**src/rtl/slon5_stage_ctrl.sv**
```systemverilog
// Sequencer for the iterative slon5 stage datapath: accepts one operand, steps STAGE_NUM stages,
// waits DP_LAT cycles for the result, then holds it on a valid/ready output until accepted.
module slon5_stage_ctrl #(
  parameter int WORD_WIDTH = 16,
  parameter int STAGE_NUM  = 8,
  parameter int DP_LAT     = 2,
  parameter int CNT_WIDTH  = 16
) (
  input  logic                         ref_clk,
  input  logic                         rst,
  input  logic                         in_valid,
  output logic                         in_ready,
  input  logic [WORD_WIDTH-1:0]        in_data,
  input  logic                         abort,
  output logic [WORD_WIDTH-1:0]        dp_data,
  output logic                         dp_en,
  output logic [$clog2(STAGE_NUM)-1:0] dp_stage,
  output logic                         dp_first,
  output logic                         dp_last,
  input  logic [WORD_WIDTH-1:0]        dp_res,
  output logic                         out_valid,
  input  logic                         out_ready,
  output logic [WORD_WIDTH-1:0]        out_data,
  output logic [CNT_WIDTH-1:0]         dnum,
  output logic                         busy
);

  localparam int SW = $clog2(STAGE_NUM);
  localparam int WW = (DP_LAT > 1) ? $clog2(DP_LAT) : 1;
  localparam logic [SW-1:0] LAST_STAGE = SW'(STAGE_NUM - 1);
  localparam logic [WW-1:0] WAIT_LOAD  = WW'(DP_LAT - 1);

  typedef enum logic [1:0] {IDLE, RUN, DRAIN, OUT} state_t;

  state_t        state;
  state_t        state_nxt;
  logic [SW-1:0] stage;
  logic [WW-1:0] wait_cnt;

  always_ff @(posedge ref_clk) begin
    if (rst) state <= IDLE;
    else     state <= state_nxt;
  end

  always_comb begin
    state_nxt = state;
    if (abort) begin
      state_nxt = IDLE;
    end else begin
      case (state)
        IDLE:    if (in_valid)            state_nxt = RUN;
        RUN:     if (stage == LAST_STAGE) state_nxt = DRAIN;
        DRAIN:   if (wait_cnt == '0)      state_nxt = OUT;
        OUT:     if (out_ready)           state_nxt = IDLE;
        default:                          state_nxt = IDLE;
      endcase
    end
  end

  // in_ready is gated by abort so an aborting cycle never accepts an operand.
  always_comb begin
    in_ready  = (state == IDLE) && !abort;
    dp_en     = (state == RUN);
    dp_first  = (state == RUN) && (stage == '0);
    dp_last   = (state == RUN) && (stage == LAST_STAGE);
    out_valid = (state == OUT);
    busy      = (state != IDLE);
  end

  assign dp_stage = stage;

  // stage is only non-zero inside RUN, so the table address is always in range.
  always_ff @(posedge ref_clk) begin
    if (rst) begin
      stage    <= '0;
      wait_cnt <= '0;
      dp_data  <= '0;
      out_data <= '0;
      dnum     <= '0;
    end else if (abort) begin
      stage    <= '0;
      wait_cnt <= '0;
    end else begin
      case (state)
        IDLE: begin
          if (in_valid) begin
            dp_data <= in_data;
            stage   <= '0;
          end
        end
        RUN: begin
          if (stage == LAST_STAGE) begin
            stage    <= '0;
            wait_cnt <= WAIT_LOAD;
          end else begin
            stage <= stage + SW'(1);
          end
        end
        DRAIN: begin
          if (wait_cnt == '0) out_data <= dp_res;
          else                wait_cnt <= wait_cnt - WW'(1);
        end
        OUT: begin
          if (out_ready) dnum <= dnum + CNT_WIDTH'(1);
        end
        default: ;
      endcase
    end
  end

endmodule

```
**config.mk**
```make
export PLATFORM = sky130hd
export DESIGN_NAME = slon5_stage_ctrl
export DESIGN_NICKNAME = d
export VERILOG_FILES = /design/src/rtl/slon5_stage_ctrl.sv
export SDC_FILE = /design/constraint.sdc
export NUM_CORES = 1
export LEC_CHECK = 0
export CAP_MARGIN = 20
export CORE_AREA = 3 3 103 105
export DETAILED_ROUTE_END_ITERATION = 16
export DIE_AREA = 0 0 106 108
export HOLD_SLACK_MARGIN = 0.02
export SLEW_MARGIN = 20
export SYNTH_ARGS = -nofsm -noshare
export SYNTH_HDL_FRONTEND = slang
export SYNTH_SLANG_ARGS = --single-unit
export TNS_END_PERCENT = 20
```
**constraint.sdc**
```tcl
create_clock -name ref_clk -period 3.2 [get_ports ref_clk]
set_clock_uncertainty 0.1 [all_clocks]
set_input_delay 0.8 -clock ref_clk [delete_from_list [all_inputs] [get_ports ref_clk]]
set_output_delay 0.8 -clock ref_clk [all_outputs]
set_load 0.005 [all_outputs]
```
Word-level counts from Yosys, hierarchy flattened
Index checks and enable logic that the tools add are counted.

Add/subtract/negate cells: 3. Equal/unequal tests: 8. Multiplexer cells: 11. Bitwise operators: 2. Reduce and logical (&&, ||, !) cells: 16.

Operators with widths (number): adder 16 x 1 -> 16 bit (second input constant) (1); AND reduction 3 bit (3); two-way mux 2 bit (4); one-hot mux 2 bit (4 select lines) (1); two-way mux 3 bit (2); one-hot mux 3 bit (2 select lines) (1); nonzero test 2 bit (3); equality test 2 bit (second input constant) (2); != test 2 x 1 -> 1 bit (second input constant) (2); != test 2 bit (second input constant) (2); AND reduction 2 bit (2); AND reduction 4 bit (1); adder 3 x 1 -> 3 bit (second input constant) (1); equality test 3 bit (second input constant) (1); logical AND 1 bit (3); logical NOT 3 bit (1); equality test 2 x 1 -> 1 bit (second input constant) (1); logical NOT 2 bit (1); two-way mux 1 bit (2); NOT 1 bit (2); one-hot mux 1 bit (2 select lines) (1); OR reduction 2 bit (1); logical NOT 1 bit (1); subtractor 1 bit (second input constant) (1).

Flip-flop bits (word level): 54. Output and inout bits: 57. Word-level logic and storage cells: 46.

Longest topological paths before layout
Depth after elaboration: 3. Depth in mapped cells: 8. Depth with buffers taken out: 6.

Least setup slack after synthesis
No wires, ideal clock.

Kind: input -> register. Start: in abort. End: reg dnum[15]. Data arrival time: 1.796 ns. Required time: 2.979 ns. Setup slack: 1.183 ns. Cell stages on the path: 5. Path buffers: 1. Cell sequence: and3b_1 buf_2 and2_1 and4_1 mux2_2.

Longest elaborated chain between the ends: 2.

Ends and longest elaborated chain: start, declared (RTL line 14) `input logic abort,`; NOT 1 bit (no source line); AND reduction 3 bit (no source line); end signal, assigned (RTL line 104) `if (out_ready) dnum <= dnum + CNT_WIDTH'(1);`; end, declared (RTL line 24) `output logic [CNT_WIDTH-1:0] dnum,`.

Every way passes these cells. A chain may end at the register's enable or synchronous reset.

Final worst setup path
Start: in abort. End: out in_ready.

Longest elaborated chain between the ends: 2.

Ends and longest elaborated chain: logical NOT 1 bit (RTL line 62) `in_ready = (state == IDLE) && !abort;`; logical AND 1 bit (RTL line 62); end, declared (RTL line 12) `output logic in_ready,`.

Every way passes these cells.

==> results.toml <==
[clock_tree]
post_cts_buffers = 0
insertion_delay_ns = 0.31
root_buffer = "clkbuf_8"
cts.clk_slew.worst_paths_ns = 0.11
cts_resized = 0
cts_sinks = 54
cts_buffers = 5
h-tree-depth = 2
clk_path_buf_depth = 2
cts_hold_buf = 0
cts_tree = "built"

[cells_and_area]
diodes = 0
syn2layout_area_growth_pct = 52.1
drive_above_1_share_pct = 4.68
post-route-util_pct = 34.8
final_cell_mix = "clkdlybuf4s50_1 (92), nand2_1 (74), dfxtp_1 (54)"
nets = 407
final_common_cell = "clkdlybuf4s50_1"

[sta]
setup_viol = 0
fmax_ghz = 0.334
slew_headroom_pct = 58.1
finalHoldViolations = 0
maxSlewViolCount = 0
post-route-min-period_ns = 3.00
finalCritPeriodShare_pct = 93.7
tightest_slew_ns = 0.629
setup_tns_ns = 0
finalWorstSetupSlack_ns = 0.203
rsz0062_at_grt = "no"

[place]
place_congestion = 0.753
port_buffers = 93
post-place-ws_ns = 0.183
dp_hpwl_um = 4560

[critical_path]
startpoint = "abort"
r2r_cells = 6
path_class = "in -> out"
timing.reg2reg.setup_slack_ns = 1.34
cp_max_fo = 6
cp-end-kind = "output port"
worstPathRequired_ns = 2.30
arrival_ns = 2.10
r2r-start = "state[0]"
crit_path_end = "in_ready"
cp-start-kind = "input port"
r2r_end = "dp_data[8]"

[synthesis]
synth_flop_cell = "dfxtp_1"
ys_seq_area_share_pct = 48.6
synth_cells = 272
ys_types = 34
syn_nets = 317
ys_async_sr_fraction_pct = 0
synth-edff-count = 0
syn_area_um2 = 2230
synth_seq_cells = 54
ys.warnings.count = 0
synth.avg_cell_area_um2 = 8.18

[routing]
first_pass_iters = 3
top_layer_used = "met4"
ant_nets = 0
wl_met1_um = 2670
via_per_inst = 4.26
routed-wl-met2_um = 2980
wl_met3_um = 266
vias = 2114
wl_um = 6070
drc = 0
avgRoutedWirePerCell_um = 12.2
first_iter_violations = 71

[floorplan]
ios = 94
row_count = 36
core-area_um2 = 9730
dieWidth_um = 106
die_y_um = 108
initial_utilization_pct = 22.9
dieArea_um2 = 11400

[power_and_ir_drop]
irDropWorstVdd_mv = 0.154
p_per_area_nw_per_um2 = 361
p_leak_nw = 1.15

[global_routing]
grt_pass1_wl_um = 9780
first_global_vias = 2081
gr-total-overflow = 0
grt_max_degree = 35
antenna_found_initial = 0
grt_use_total_pct = 10.5

[outcome]
status = "finished clean"

[min_path]
hp-class = "reg -> reg"

[job]
maxCapViolations = 0
-- per-stage QoR --
stage | instances | total power [W] | instance area [um2] | hold slack, ns
2_1_floorplan | 272 | 0.000755 | 2230 | 0.353
5_1_grt | 496 | 0.00129 | 3380 | 0.384
6_report | 496 | 0.00122 | 3380 | 0.360
3_3_place_gp | 488 | 0.000842 | 3290 | 0.342
4_1_cts | 496 | 0.00125 | 3380 | 0.362
3_5_place_dp | 488 | 0.000844 | 3290 | 0.346
-- layer usage --
layer,vias up,GRT usage [%]
met2,48,18.6
met3,9,2.57
li1,1082,-
met1,975,12.3
met5,-,0
met4,0,4.16
-- sequential cells by signal, indices dropped and copies added (netlist names) --
name / flops
wait_cnt: 1
dp_stage: 3
out_data: 16
state: 2
dnum: 16
dp_data: 16
-- cells by family (layout without fill, tap and decap cells) --
group	after synthesis	count (layout)	synth area share, %
xor gates and xnor gates	10	10	3.93
muxes	4	4	1.91
buffers and inverters	20	111	3.60
adders and majority gates	8	8	4.50
AOI/OAI and AO/OA	45	45	11.0
and+or+nand+nor	131	131	26.5
DFF	54	54	48.6
-- area by class of cell --
type / instances / area (um2)
clock buffer: 5 / 68.8
clock inverter: 3 / 23.8
fill: 1024 / 6340
inverter: 7 / 26.3
multi-input combinational: 198 / 1070
sequential: 54 / 1080
tap: 133 / 166
timing repair buffer: 96 / 948
-- synthesized netlist by cell type, types with 2 or more instances --
master / count / share of area, %
mux2_2: 2 / 1.0
nand2b_1: 2 / 0.56
a32oi_1: 3 / 1.2
buf_1: 2 / 0.34
clkbuf_1: 7 / 1.2
nand4_1: 4 / 1.1
xnor2_1: 5 / 2.0
and4_1: 4 / 1.6
nor2_1: 21 / 3.5
or3_1: 3 / 0.84
ha_1: 8 / 4.5
dfxtp_1: 54 / 49
xor2_1: 5 / 2.0
and2_1: 5 / 1.4
mux2i_1: 2 / 0.90
nand2_1: 74 / 12
a21oi_1: 35 / 7.9
nand4b_1: 2 / 0.79
nand3_1: 4 / 0.90
inv_1: 6 / 1.0
o21ai_0: 4 / 0.90
nor2b_1: 3 / 0.84
buf_2: 3 / 0.67
nor3_1: 4 / 0.90
-- power breakdown --
group          internal, W  leakage (nW)  switching (W)
registers         0.000684         0.437     0.00000670
logic            0.0000793         0.674      0.0000562
clock network     0.000157        0.0408       0.000238
-- how the worst min path moves through the flow --
stage | start | end | slack [ns] | cells past startpoint
2_1_floorplan | dp_data[0] | dp_data[0] | 0.35 | 2
3_3_place_gp | dp_data[1] | dp_data[1] | 0.34 | 2
3_5_place_dp | dp_data[2] | dp_data[2] | 0.35 | 2
4_1_cts | dp_data[2] | dp_data[2] | 0.36 | 2
5_1_grt | out_data[3] | out_data[3] | 0.38 | 2
6_report | dp_data[6] | dp_data[6] | 0.36 | 2
-- worst max-delay path: stages --
cell             delay, ns
clkdlybuf4s50_1       0.51
nor2b_1               0.21
clkdlybuf4s50_1       0.57
Power figures use the tool's default switching activity.
